[src/rtl/sauria_cfg_seq_pkg.sv]
// Shared types and constants for the SAURIA configuration AXI4-Lite sequencer.
// The optional timeout feature is enabled with SAURIA_CFG_SEQ_TIMEOUT_EN.
package sauria_cfg_seq_pkg;

    typedef enum logic [2:0] {
        ST_IDLE    = 3'd0,
        ST_WR_REQ  = 3'd1,
        ST_WR_RESP = 3'd2,
        ST_RD_REQ  = 3'd3,
        ST_RD_DATA = 3'd4,
        ST_RSP     = 3'd5
    } cfg_seq_state_e;

    localparam logic [1:0] AXI_RESP_OKAY    = 2'b00;
    localparam logic [1:0] AXI_RESP_SLVERR  = 2'b10;
    localparam logic [2:0] AXI_PROT_DEFAULT = 3'b000;

    // States in which the sequencer is waiting on the subsystem.
    function automatic logic is_wait_state(input cfg_seq_state_e st);
        return (st == ST_WR_REQ) || (st == ST_WR_RESP) ||
               (st == ST_RD_REQ) || (st == ST_RD_DATA);
    endfunction

endpackage

[src/rtl/sauria_cfg_seq_timer.sv]
// Per-transaction wait counter; expired_o pulses while enabled at LIMIT-1.
// Only instantiated when SAURIA_CFG_SEQ_TIMEOUT_EN is defined.
module sauria_cfg_seq_timer #(
    parameter int unsigned LIMIT = 1024
) (
    input  logic clk_i,
    input  logic rst_i,
    input  logic clr_i,
    input  logic en_i,
    output logic expired_o
);

    localparam int unsigned CW = $clog2(LIMIT + 1);

    logic [CW-1:0] cnt_q;
    logic [CW-1:0] cnt_d;

    assign expired_o = en_i && (cnt_q == CW'(LIMIT - 1));

    // Next count: clear wins, then saturating increment while enabled.
    always_comb begin
        cnt_d = cnt_q;
        if (clr_i) begin
            cnt_d = '0;
        end else if (en_i && !expired_o) begin
            cnt_d = cnt_q + CW'(1);
        end else begin
            cnt_d = cnt_q;
        end
    end

    // Counter register.
    always_ff @(posedge clk_i) begin
        if (rst_i) begin
            cnt_q <= '0;
        end else begin
            cnt_q <= cnt_d;
        end
    end

endmodule

[src/rtl/sauria_cfg_axil_sequencer.sv]
// Single-outstanding AXI4-Lite master for SAURIA configuration accesses.
// Define SAURIA_CFG_SEQ_TIMEOUT_EN to abort stalled transactions with SLVERR.
module sauria_cfg_axil_sequencer
    import sauria_cfg_seq_pkg::*;
#(
    parameter  int unsigned CFG_AXI_ADDR_WIDTH = 32,
    parameter  int unsigned CFG_AXI_DATA_WIDTH = 32,
    parameter  int unsigned TIMEOUT_CYCLES     = 1024,
    localparam int unsigned CFG_AXI_BYTE_NUM   = CFG_AXI_DATA_WIDTH / 8
) (
    input  logic                          i_system_clk,
    input  logic                          i_system_rst,
    input  logic                          i_cmd_valid,
    output logic                          o_cmd_ready,
    input  logic                          i_cmd_write,
    input  logic [CFG_AXI_ADDR_WIDTH-1:0] i_cmd_addr,
    input  logic [CFG_AXI_DATA_WIDTH-1:0] i_cmd_wdata,
    input  logic [CFG_AXI_BYTE_NUM-1:0]   i_cmd_wstrb,
    output logic                          o_rsp_valid,
    input  logic                          i_rsp_ready,
    output logic [CFG_AXI_DATA_WIDTH-1:0] o_rsp_rdata,
    output logic [1:0]                    o_rsp_resp,
    output logic                          o_rsp_timeout,
    output logic                          o_busy,
    output logic [CFG_AXI_ADDR_WIDTH-1:0] o_cfg_axi_awaddr,
    output logic [2:0]                    o_cfg_axi_awprot,
    output logic                          o_cfg_axi_awvalid,
    input  logic                          i_cfg_axi_awready,
    output logic [CFG_AXI_DATA_WIDTH-1:0] o_cfg_axi_wdata,
    output logic [CFG_AXI_BYTE_NUM-1:0]   o_cfg_axi_wstrb,
    output logic                          o_cfg_axi_wvalid,
    input  logic                          i_cfg_axi_wready,
    input  logic [1:0]                    i_cfg_axi_bresp,
    input  logic                          i_cfg_axi_bvalid,
    output logic                          o_cfg_axi_bready,
    output logic [CFG_AXI_ADDR_WIDTH-1:0] o_cfg_axi_araddr,
    output logic [2:0]                    o_cfg_axi_arprot,
    output logic                          o_cfg_axi_arvalid,
    input  logic                          i_cfg_axi_arready,
    input  logic [CFG_AXI_DATA_WIDTH-1:0] i_cfg_axi_rdata,
    input  logic [1:0]                    i_cfg_axi_rresp,
    input  logic                          i_cfg_axi_rvalid,
    output logic                          o_cfg_axi_rready
);

    cfg_seq_state_e                  state_q, state_d;
    logic [CFG_AXI_ADDR_WIDTH-1:0]   addr_q, addr_d;
    logic [CFG_AXI_DATA_WIDTH-1:0]   wdata_q, wdata_d;
    logic [CFG_AXI_BYTE_NUM-1:0]     wstrb_q, wstrb_d;
    logic                            awvalid_q, awvalid_d, wvalid_q, wvalid_d;
    logic                            aw_done_q, aw_done_d, w_done_q, w_done_d;
    logic                            arvalid_q, arvalid_d, bready_q, bready_d, rready_q, rready_d;
    logic                            cmd_ready_q, cmd_ready_d, busy_q, busy_d;
    logic                            rsp_valid_q, rsp_valid_d, rsp_timeout_q, rsp_timeout_d;
    logic [CFG_AXI_DATA_WIDTH-1:0]   rsp_rdata_q, rsp_rdata_d;
    logic [1:0]                      rsp_resp_q, rsp_resp_d;
    logic                            aw_hs_s, w_hs_s, tmo_expired_s;

    assign aw_hs_s = awvalid_q & i_cfg_axi_awready;
    assign w_hs_s  = wvalid_q & i_cfg_axi_wready;

`ifdef SAURIA_CFG_SEQ_TIMEOUT_EN
    sauria_cfg_seq_timer #(
        .LIMIT     (TIMEOUT_CYCLES)
    ) u_timer (
        .clk_i     (i_system_clk),
        .rst_i     (i_system_rst),
        .clr_i     ((state_q == ST_IDLE) && i_cmd_valid),
        .en_i      (is_wait_state(state_q)),
        .expired_o (tmo_expired_s)
    );
`else
    logic unused_timeout_cfg_s;
    assign unused_timeout_cfg_s = ^TIMEOUT_CYCLES;
    assign tmo_expired_s        = 1'b0;
`endif

    // Next-state and registered-output computation.
    always_comb begin
        state_d       = state_q;
        addr_d        = addr_q;
        wdata_d       = wdata_q;
        wstrb_d       = wstrb_q;
        awvalid_d     = awvalid_q;
        wvalid_d      = wvalid_q;
        aw_done_d     = aw_done_q;
        w_done_d      = w_done_q;
        arvalid_d     = arvalid_q;
        bready_d      = bready_q;
        rready_d      = rready_q;
        rsp_valid_d   = rsp_valid_q;
        rsp_rdata_d   = rsp_rdata_q;
        rsp_resp_d    = rsp_resp_q;
        rsp_timeout_d = rsp_timeout_q;
        case (state_q)
            ST_IDLE: begin
                if (i_cmd_valid) begin
                    addr_d    = i_cmd_addr;
                    wdata_d   = i_cmd_wdata;
                    wstrb_d   = i_cmd_wstrb;
                    aw_done_d = 1'b0;
                    w_done_d  = 1'b0;
                    if (i_cmd_write) begin
                        state_d   = ST_WR_REQ;
                        awvalid_d = 1'b1;
                        wvalid_d  = 1'b1;
                    end else begin
                        state_d   = ST_RD_REQ;
                        arvalid_d = 1'b1;
                    end
                end else begin
                    state_d = ST_IDLE;
                end
            end
            ST_WR_REQ: begin
                aw_done_d = aw_done_q | aw_hs_s;
                w_done_d  = w_done_q | w_hs_s;
                awvalid_d = ~aw_done_d;
                wvalid_d  = ~w_done_d;
                if (aw_done_d && w_done_d) begin
                    state_d  = ST_WR_RESP;
                    bready_d = 1'b1;
                end else begin
                    state_d = ST_WR_REQ;
                end
            end
            ST_WR_RESP: begin
                if (bready_q && i_cfg_axi_bvalid) begin
                    state_d       = ST_RSP;
                    bready_d      = 1'b0;
                    rsp_valid_d   = 1'b1;
                    rsp_resp_d    = i_cfg_axi_bresp;
                    rsp_rdata_d   = '0;
                    rsp_timeout_d = 1'b0;
                end else begin
                    state_d = ST_WR_RESP;
                end
            end
            ST_RD_REQ: begin
                if (arvalid_q && i_cfg_axi_arready) begin
                    state_d   = ST_RD_DATA;
                    arvalid_d = 1'b0;
                    rready_d  = 1'b1;
                end else begin
                    state_d = ST_RD_REQ;
                end
            end
            ST_RD_DATA: begin
                if (rready_q && i_cfg_axi_rvalid) begin
                    state_d       = ST_RSP;
                    rready_d      = 1'b0;
                    rsp_valid_d   = 1'b1;
                    rsp_resp_d    = i_cfg_axi_rresp;
                    rsp_rdata_d   = i_cfg_axi_rdata;
                    rsp_timeout_d = 1'b0;
                end else begin
                    state_d = ST_RD_DATA;
                end
            end
            ST_RSP: begin
                if (i_rsp_ready) begin
                    state_d     = ST_IDLE;
                    rsp_valid_d = 1'b0;
                end else begin
                    state_d = ST_RSP;
                end
            end
            default: begin
                state_d     = ST_IDLE;
                awvalid_d   = 1'b0;
                wvalid_d    = 1'b0;
                arvalid_d   = 1'b0;
                bready_d    = 1'b0;
                rready_d    = 1'b0;
                rsp_valid_d = 1'b0;
            end
        endcase
        // An expired wait abandons the bus transaction and reports SLVERR.
        if (tmo_expired_s) begin
            state_d       = ST_RSP;
            awvalid_d     = 1'b0;
            wvalid_d      = 1'b0;
            arvalid_d     = 1'b0;
            bready_d      = 1'b0;
            rready_d      = 1'b0;
            rsp_valid_d   = 1'b1;
            rsp_resp_d    = AXI_RESP_SLVERR;
            rsp_rdata_d   = '0;
            rsp_timeout_d = 1'b1;
        end else begin
            rsp_timeout_d = rsp_timeout_d;
        end
        cmd_ready_d = (state_d == ST_IDLE);
        busy_d      = (state_d != ST_IDLE);
    end

    // State and output registers.
    always_ff @(posedge i_system_clk) begin
        if (i_system_rst) begin
            state_q       <= ST_IDLE;
            addr_q        <= '0;
            wdata_q       <= '0;
            wstrb_q       <= '0;
            awvalid_q     <= 1'b0;
            wvalid_q      <= 1'b0;
            aw_done_q     <= 1'b0;
            w_done_q      <= 1'b0;
            arvalid_q     <= 1'b0;
            bready_q      <= 1'b0;
            rready_q      <= 1'b0;
            cmd_ready_q   <= 1'b1;
            busy_q        <= 1'b0;
            rsp_valid_q   <= 1'b0;
            rsp_rdata_q   <= '0;
            rsp_resp_q    <= AXI_RESP_OKAY;
            rsp_timeout_q <= 1'b0;
        end else begin
            state_q       <= state_d;
            addr_q        <= addr_d;
            wdata_q       <= wdata_d;
            wstrb_q       <= wstrb_d;
            awvalid_q     <= awvalid_d;
            wvalid_q      <= wvalid_d;
            aw_done_q     <= aw_done_d;
            w_done_q      <= w_done_d;
            arvalid_q     <= arvalid_d;
            bready_q      <= bready_d;
            rready_q      <= rready_d;
            cmd_ready_q   <= cmd_ready_d;
            busy_q        <= busy_d;
            rsp_valid_q   <= rsp_valid_d;
            rsp_rdata_q   <= rsp_rdata_d;
            rsp_resp_q    <= rsp_resp_d;
            rsp_timeout_q <= rsp_timeout_d;
        end
    end

    assign o_cmd_ready       = cmd_ready_q;
    assign o_busy            = busy_q;
    assign o_rsp_valid       = rsp_valid_q;
    assign o_rsp_rdata       = rsp_rdata_q;
    assign o_rsp_resp        = rsp_resp_q;
    assign o_rsp_timeout     = rsp_timeout_q;
    assign o_cfg_axi_awaddr  = addr_q;
    assign o_cfg_axi_awprot  = AXI_PROT_DEFAULT;
    assign o_cfg_axi_awvalid = awvalid_q;
    assign o_cfg_axi_wdata   = wdata_q;
    assign o_cfg_axi_wstrb   = wstrb_q;
    assign o_cfg_axi_wvalid  = wvalid_q;
    assign o_cfg_axi_bready  = bready_q;
    assign o_cfg_axi_araddr  = addr_q;
    assign o_cfg_axi_arprot  = AXI_PROT_DEFAULT;
    assign o_cfg_axi_arvalid = arvalid_q;
    assign o_cfg_axi_rready  = rready_q;

endmodule

[config.mk]
export PLATFORM = sky130hd
export DESIGN_NAME = sauria_cfg_axil_sequencer
export DESIGN_NICKNAME = d
export VERILOG_FILES = /design/src/rtl/sauria_cfg_seq_pkg.sv /design/src/rtl/sauria_cfg_seq_timer.sv /design/src/rtl/sauria_cfg_axil_sequencer.sv
export SDC_FILE = /design/constraint.sdc
export NUM_CORES = 1
export LEC_CHECK = 0
export ABC_AREA = 1
export CAP_MARGIN = 40
export CORE_MARGIN = 2
export CORE_UTILIZATION = 27
export CTS_BUF_LIST = sky130_fd_sc_hd__clkbuf_2 sky130_fd_sc_hd__clkbuf_4 sky130_fd_sc_hd__clkbuf_8
export DETAILED_ROUTE_END_ITERATION = 12
export GPL_ROUTABILITY_DRIVEN = 1
export SLEW_MARGIN = 20
export SYNTH_ARGS = -nofsm -noshare
export SYNTH_HDL_FRONTEND = slang
export SYNTH_HIERARCHICAL = 1
export SYNTH_SLANG_ARGS = --single-unit
[constraint.sdc]
create_clock -name i_system_clk -period 3.26 [get_ports i_system_clk]
set_input_delay 0.652 -clock i_system_clk [delete_from_list [all_inputs] [get_ports i_system_clk]]
set_output_delay 0.652 -clock i_system_clk [all_outputs]
set_load 0.05 [all_outputs]
==> impl_metrics.yaml <==
yosys:
  ys_top_cells_by_area: "dfxtp_1 51%, nand2_1 20%, a21oi_1 12%"
  synthSimpleGateAreaFrac_pct: 23.49
  yosysWarnings: 6
  ys_seq_area_share_pct: 50.91
  synth_top_cell_area_share_pct: 50.91
  yosys.area_share.xor_xnor_pct: 0
  synth_mux_area_share_pct: 0
  synth-compound-area-share_pct: 13.89
  synth_top_family_by_area: "simple AND/OR/NAND/NOR gates"
  synth.cell_area_mm2: 0.004522
  yosysUniqueCellTypes: 16
  yosysTopAreaCell: "dfxtp_1"
  syn_inst: 605
  syn_avg_cell_area_um2: 7.474
  synth-seq-cells: 115
  synth_fa_ha_area_share_pct: 0
global_route:
  grt_pass1_wl_mm: 21.36
  grt_util_met2_pct: 23.85
  grt_util_all_layers_pct: 15.28
  gr-total-overflow: 0
  met1_usage_pct: 18.12
  antenna_found_initial: 0
  met3_usage_pct: 7.839
  top_usage_layer: "met2"
  grt_max_degree: 70
  grt_pass1_vias: 4177
setup_path:
  required_ns: 2.61
  crit_type: "flip-flop to output pin"
  arrival_ns: 1.69
  critical_path.max_fanout: 3
  critPathBufInv: 1
  endpoint_kind: "output pin"
  crit_family: "buffers and inverters"
  crit_start: "o_cfg_axi_araddr[21]"
  slowest_delay_ns: 0.85
  worstPathCellList: "clkdlybuf4s50_1"
  cp-start-kind: "flip-flop"
  worst_path_max_delay_cell: "clkdlybuf4s50_1"
  r2r-start: "state_q[2]"
final_layout:
  design_area_mm2: 0.007387
  diodes: 0
  fin_util_pct: 44.86
  final_nets: 934
  final_common_cell: "clkdlybuf4s50_1"
  syn2layout_area_growth_pct: 63.36
  layout_common_cells: "254 x clkdlybuf4s50_1, 243 x nand2_1, 115 x dfxtp_1"
  drive_gt1_share_pct: 5.769
detailed_routing:
  post_drt_wl_per_cell_um: 13.33
  firstDrtPassIters: 4
  drc: 0
  vias_per_cell: 4.298
  wirelength_mm: 14.03
  num_vias: 4521
  ant_nets: 0
  dr.first_iter.drc_count: 157
power_and_ir_drop:
  p_leak_nw: 2.789
  power_density_mw_per_mm2: 536.4
  vdd_ir_drop_max_v: 0.0002559
run_status:
  status: "completed"
clocking:
  post_cts_buffers: 0
  ctsHoldBuffers: 0
  cts_resized: 0
  numCtsBuffers: 17
  cts_sinks: 115
  clock_tree.root_cell: "clkbuf_8"
  cts-htree-levels: 4
  clock_latency_ns: 0.42
  cts_buffer_depth: 2
  clkTransAtPathRegs_ns: 0.07
  cts_tree: "done"
die:
  initial_core_util_pct: 27.46
  die_x_um: 133.4
  num_io_pins: 263
  core-area_mm2: 0.01647
  rows: 47
  die_y_um: 133.4
  die-area_mm2: 0.01780
timing:
  clock.fmax_ghz: 0.4273
  maxSlewHeadroom_pct: 61.41
  setup_tns_ns: 0
  worstMarginPinSlew_ns: 0.5789
  rsz0062_at_grt: "no"
  fin_crit_ns: 2.340
  skew_ns: 0.008852
  fin_ws_ns: 0.9199
  holdWs_ns: 0.4588
  finalSetupViolations: 0
  finalHoldViolCount: 0
  final_max_slew_viol_count: 0
  period_share_pct: 71.78
hold_path:
  hold_class: "flip-flop to flip-flop"
  hp-start: "o_rsp_rdata[29]"
placed_design:
  port_buffers: 255
  pre_cts_ws_ns: 1.007
  dp_hpwl_mm: 9.742
  place_congestion: 0.8098
  dpl_cell_area_mm2: 0.006997
flow_run:
  cap_violations: 0
cells by family after synthesis:
logic type      count (synthesis)
simple gates                  272
compound gates                125
flops                         115
buf+inv                        92
other cells                     1
flip-flops by register name, indices dropped and copies added, names as in the netlist:
register	count
o_cfg_axi_araddr	32
o_cfg_axi_wdata	32
o_rsp_rdata	32
o_cfg_axi_wstrb	4
state_q	3
o_rsp_resp	2
aw_done_q	1
o_busy	1
o_cfg_axi_arvalid	1
o_cfg_axi_awvalid	1
o_cfg_axi_bready	1
o_cfg_axi_rready	1
o_cfg_axi_wvalid	1
o_cmd_ready	1
o_rsp_valid	1
w_done_q	1
Yosys cell counts, drive strengths merged:
library cell and instances:
o21ai 11, nand3 17, conb 1, nor2 12
a21oi 112, dfxtp 115, clkbuf 16, a31oi 2
nand2 243, buf 56, inv 20
worst paths after layout:
kind | depth (start not counted) | slack [ns] | endpoint
worst max-delay path | 1 | 0.92 | o_cfg_axi_araddr[21]
worst min-delay path | 2 | 0.46 | o_rsp_rdata[29]
worst max register to register | 8 | 1.48 | o_rsp_resp[1]
worst min register to register | 2 | 0.46 | o_rsp_rdata[29]
metrics by stage:
stage / total power, mW / instances
3_5_place_dp: 2.677 / 1021
3_3_place_gp: 2.678 / 1021
6_report: 3.963 / 1052
2_1_floorplan: 2.291 / 611
4_1_cts: 4.033 / 1052
5_1_grt: 4.158 / 1052
layout make-up:
| type | count | area (um^2) |
|---|---|---|
| inverters | 20 | 75.07 |
| repair buffers | 262 | 2628 |
| fillers | 1672 | 9079 |
| well taps | 220 | 275.3 |
| flip-flops and latches | 115 | 2302 |
| clock buffers | 21 | 282.8 |
| multi-input cells | 404 | 1717 |
| clock inverters | 10 | 107.6 |
metal layers:
metal  vias up  wire length, um
met5         -                0
met4         0              153
met3        11             1697
met2       202             6239
met1      1993             5938
li1       2315                -
report_power, final:
part | leakage [nW] | internal [mW] | switching [mW]
Clock | 0.197 | 0.737 | 0.588
Sequential | 0.938 | 1.49 | 0.0617
Combinational | 1.65 | 0.392 | 0.691
Total | 2.79 | 2.62 | 1.34
(Power assumes the default switching activity.)
==> variant 1 (config.mk and constraints unchanged) <==
Register the input `i_cfg_axi_rdata` before use, cleared by the reset. The logic sees it one clock later. The other inputs are not delayed to match.
--- a/src/rtl/sauria_cfg_axil_sequencer.sv
+++ b/src/rtl/sauria_cfg_axil_sequencer.sv
@@ -44,4 +44,14 @@
 );
 
+    logic [CFG_AXI_DATA_WIDTH-1:0] i_cfg_axi_rdata_q;
+
+    always_ff @(posedge i_system_clk) begin
+        if (i_system_rst) begin
+            i_cfg_axi_rdata_q <= '0;
+        end else begin
+            i_cfg_axi_rdata_q <= i_cfg_axi_rdata;
+        end
+    end
+
     cfg_seq_state_e                  state_q, state_d;
     logic [CFG_AXI_ADDR_WIDTH-1:0]   addr_q, addr_d;
@@ -152,5 +162,5 @@
                     rsp_valid_d   = 1'b1;
                     rsp_resp_d    = i_cfg_axi_rresp;
-                    rsp_rdata_d   = i_cfg_axi_rdata;
+                    rsp_rdata_d   = i_cfg_axi_rdata_q;
                     rsp_timeout_d = 1'b0;
                 end else begin
Check against the original RTL: not equivalent (a bounded check fails within 4 cycles, from zero or initial values and one cycle with i_system_rst high).
==> variant 1 against the original RTL <==
Synthesized area grew 22%; sequential power is 28% higher; critical endpoint is now o_cfg_axi_wdata[18]; worst setup slack improved by 0.028 ns; design area grew 14%; sequential cell count rose by 32; non-clock buffer count decreased by 2; routed wire length increased by 8.6%; power increased by 17%; count of clock-buffer cells in the layout decreased by 2; global-route usage is 1.3 points lower; maximum frequency rose by 1.2%; first-iteration DRC count rose by 6.4%.
==> variant 1: results (changes against the original RTL) <==
Status
  • Outcome: finished, final reports clean

Route
  • Vias/cell: 4.185 (-2.6%)
  • Total Wirelength: 15240 um (+8.6%)
  • Drt wl/cell: 12.75 um (-4.4%)

Pwr
  • Power share of the clock group: 32.2% (-1.3 points)
  • Pleak: 3.242 nW (+16%)
  • Sequential power: 0.00198 W (+28%)
  • Max VDD drop: 0.0002185 V (-15%)
  • Internal: 0.003108 W (+19%)

Final layout
  • Register Area: 0.002943 sq mm (+28%)
  • Layout clock area frac: 4.862% (-0.42 points)
  • Inverter count: 49 (+150%)
  • Multi-In Gates: 439 (+8.7%)
  • Multi-input combinational area share: 22.87% (-0.37 points)
  • Multi-input gate area: 0.001924 sq mm (+12%)
  • Non-clk bufs: 260 (-0.76%)
  • Nets: 1028 (+10%)

Setup path
  • Reg2reg end: o_busy$_SDFF_PP0_
  • CP arrival: 1.66 ns (-0.03 ns)
  • R2R cell count: 6 (-2)
  • R2r startpoint: state_q[2]$_SDFF_PP0_
  • CP max FO: 2 (-1)

Placed design
  • GPL Wtd Cong: 0.7953 (-1.8%)
  • Pre-CTS WS: 0.7429 ns (-0.2640 ns)
  • Placed Cells: 1165 (+14%)
  • DP HPWL: 10400 um (+6.7%)

Synthesis
  • Seq cells post-synth: 147 (+28%)
  • Most area-consuming cells after synthesis: dfxtp_1, nand2_1, a21oi_1
  • Compound-gate portion of the synthesized area: 11.31% (-2.6 points)
  • Xor and xnor area share after synthesis: 0.1584% (+0.16 points)
  • Sequential area share after synthesis: 53.21% (+2.3 points)
  • Synth top cells by count: nand2_1, dfxtp_1, a21oi_1, nor2_1, inv_1
  • Syn_area_per_cell: 7.844 sq um (+5.0%)

Timing
  • Layout Skew: 0.005521 ns (-0.003331 ns)
  • Slew HR: 49.31% (-12 points)
  • Min Hold Slack: 0.4420 ns (-0.01685 ns)

Die
  • Num rows: 52 (+11%)

Hold path
  • Hold endpoint: o_rsp_rdata[9]$_SDFFE_PP0P_
  • Hold_sp: i_cfg_axi_rdata_q[9]$_SDFF_PP0_

Global routing
  • Wire length of the first global-routing pass: 24090 um (+13%)
  • Vias in the first global route: 4568 (+9.4%)
  • Pin count of the biggest net entering global routing: 87 (+24%)
## variant 1: changes by cell type after synthesis, sizes merged, moves of 2 or more
cell | before | now
nor2 | 12 | 53
dfxtp | 115 | 147
inv | 20 | 49
buf | 56 | 61
o21ai | 11 | 7
a21oi | 112 | 109
nand3 | 17 | 14
a31oi | 2 | 0
nand4 | 0 | 2
## variant 1: how the worst max path moves through the flow
stage / startpoint / cells after the start / end / slack, ns
finish: o_cfg_axi_wdata[18]$_SDFFE_PP0P_ / 1 / o_cfg_axi_wdata[18] / 0.95
global route: o_cfg_axi_wdata[18]$_SDFFE_PP0P_ / 1 / o_cfg_axi_wdata[18] / 0.85
CTS: o_cfg_axi_wdata[18]$_SDFFE_PP0P_ / 1 / o_cfg_axi_wdata[18] / 0.86
detailed placement: i_cmd_valid / 6 / o_busy$_SDFF_PP0_ / 0.74
global placement: i_cmd_valid / 6 / o_busy$_SDFF_PP0_ / 0.73
floorplan: o_cfg_axi_araddr[0]$_SDFFE_PP0P_ / 1 / o_cfg_axi_awaddr[0] / 1.69
## variant 1: routing by layer
| layer | part of all wire, % | vias up | global-route usage [%] | wire length (um) |
|---|---|---|---|---|
| met5 | 0 | - | 0 | 0 |
| met4 | 1.0 | 0 | 3.317 | 157 |
| met2 | 43 | 202 | 21.14 | 6601 |
| li1 | - | 2564 | - | - |
| met3 | 11 | 9 | 6.988 | 1696 |
| met1 | 45 | 2226 | 17.94 | 6780 |
## variant 1: logic make-up after synthesis
logic type,count (synthesis)
DFF,147
and+or+nand+nor,313
other,1
buffers and inverters,125
xor gates and xnor gates,1
AOI/OAI and AO/OA,118
==> variant 2 (same flow settings) <==
Made on the original files. Build with the macro `SAURIA_CFG_SEQ_TIMEOUT_EN` defined.
--- a/src/rtl/sauria_cfg_axil_sequencer.sv
+++ b/src/rtl/sauria_cfg_axil_sequencer.sv
@@ -1,4 +1,6 @@
 // Single-outstanding AXI4-Lite master for SAURIA configuration accesses.
 // Define SAURIA_CFG_SEQ_TIMEOUT_EN to abort stalled transactions with SLVERR.
+`define SAURIA_CFG_SEQ_TIMEOUT_EN
+
 module sauria_cfg_axil_sequencer
     import sauria_cfg_seq_pkg::*;
Behaviour: same outputs for any inputs over 4 cycles, from zero or initial values and one cycle with i_system_rst high; that may be too few to reach the edited logic, so the function may still have changed.
==> variant 2 against the original RTL <==
First-iteration DRC count grew 7.0%; worst hold slack lost 0.0078 ns; routed wire length grew 12%; sequential cell count grew 12; design area grew 11%; largest power group unchanged; clock power grew 7%; sequential share of layout area shrank 0.29 points; clock skew grew 0.0036 ns; synthesized area grew 18%; cell count grew 14%; power grew 9.6%; critical path depth grew 14; sequential power grew 11%; worst setup slack lost 0.12 ns.
==> variant 2: results (changes against the original RTL) <==
Synthesis
  • Synth cell types: 30 (+14)
  • Sequential area share after synthesis: 47.71% (-3.2 points)
  • Most area-consuming cells after synthesis: dfxtp_1, nand2_1, a21oi_1
  • Compound-gate portion of the synthesized area: 12.28% (-1.6 points)
  • Synth top cells by count: nand2_1, dfxtp_1, a21oi_1, buf_4, nor2_1
  • Xor and xnor area share after synthesis: 0% (unchanged)
  • Mapped Cells: 711 (+18%)
  • Mux cell area share after synthesis: 0% (unchanged)
  • Adder-Cell Fraction of Synth Area: 0.2348% (+0.23 points)

Final layout
  • Nets: 1041 (+11%)
  • Diodes inserted: 0 (unchanged)
  • Layout cells sized above 1: 8.946% (+3.2 points)
  • Filler cells: 2038 (+22%)

Clock tree
  • Clk_lat worst skew: 0.44 ns (+0.02 ns)
  • CTS H-tree lvls: 4 (unchanged)
  • Clock buffer depth: 2 (unchanged)
  • Post-CTS setup buffers: 0 (unchanged)
  • Clock-pin slew on the worst setup and hold paths: 0.09 ns (+0.02 ns)

Hold path
  • Hold endpoint: o_rsp_resp[0]$_SDFFE_PP0P_
  • Hold_sp: o_rsp_resp[0]$_SDFFE_PP0P_

Global routing
  • Vias in the first global route: 4891 (+17%)
  • Pin count of the biggest net entering global routing: 69 (-1.4%)
  • Total GRT Usage: 14.70% (-0.58 points)
  • Initial antenna violation count: 0 (unchanged)
  • Wire length of the first global-routing pass: 24060 um (+13%)

Setup path
  • Family with the most delay on the worst path: simple AND/OR/NAND/NOR gates
  • CP max FO: 9 (+6)
  • Critical-path top delay cell: dfxtp_1
  • Setup crit end: o_cmd_ready$_SDFF_PP1_
  • Crit-path max cell delay: 0.57 ns (-0.28 ns)
  • R2R cell count: 15 (+7)
  • Reg2Reg Setup Slack: 0.80 ns (-0.68 ns)
  • CP Launch Point: state_q[0]$_SDFF_PP0_

Timing
  • Layout Skew: 0.01246 ns (+0.003610 ns)
  • Min Hold Slack: 0.4511 ns (-0.007783 ns)
  • Worst-Margin Slew: 0.6779 ns (+0.09907 ns)

Pwr
  • Sequential power: 0.00172 W (+11%)
  • Design Power: 0.004342 W (+9.6%)
  • Internal: 0.002781 W (+6.1%)
  • Pleak: 3.083 nW (+11%)
  • Max VDD drop: 0.0002130 V (-17%)
  • Power share of the combinational group: 27.6% (+0.3 points)

Route
  • DR iter-0 viols: 168 (+7.0%)
  • Drt wl/cell: 13.03 um (-2.3%)
  • Vias/cell: 4.248 (-1.2%)
  • Via count: 5114 (+13%)
  • First-pass DRT Iterations: 4 (unchanged)

Placed design
  • DP HPWL: 11050 um (+13%)
  • Placed Cells: 1172 (+15%)
  • GPL Wtd Cong: 0.8406 (+3.8%)
  • Port Buffers: 256 (+0.39%)
  • Area of placed instances: 0.007829 sq mm (+12%)

Status
  • Outcome: finished, final reports clean
## variant 2: cell types whose count changed in the layout (fill, tap and decap cells not counted), sizes merged, moves of 2 or more
cell,before,now
a31oi,2,0
nand4,0,7
nand3b,0,2
inv,20,46
o21ai,11,5
clkbuf,21,17
nor2,12,46
nand3,17,21
dfxtp,115,127
a21oi,112,116
nand2,243,271
## variant 2: layer usage
layer	share of wire (%)	GRT usage, %	up-vias
met5	0	0	-
met4	1.8	6.234	0
met3	9.7	6.192	20
met2	45	24.05	187
met1	44	16.87	2270
li1	-	-	2637
## variant 2: metrics by stage
stage,util [%],worst slack (ns)
floorplan,-,1.016
global placement,40.36,0.8811
detailed placement,40.36,0.8383
CTS,42.45,0.8093
global route,42.45,0.4295
finish,42.45,0.8005
## variant 2: cell type report
type	count	area [sq um]	area share [%]
flip-flops and latches	127	2542	30.87
multi-input cells	478	2161	26.24
well taps	265	331.6	4.026
repair buffers	263	2648	32.15
clock inverters	15	172.7	2.097
inverters	39	146.4	1.778
clock buffers	17	234.0	2.841
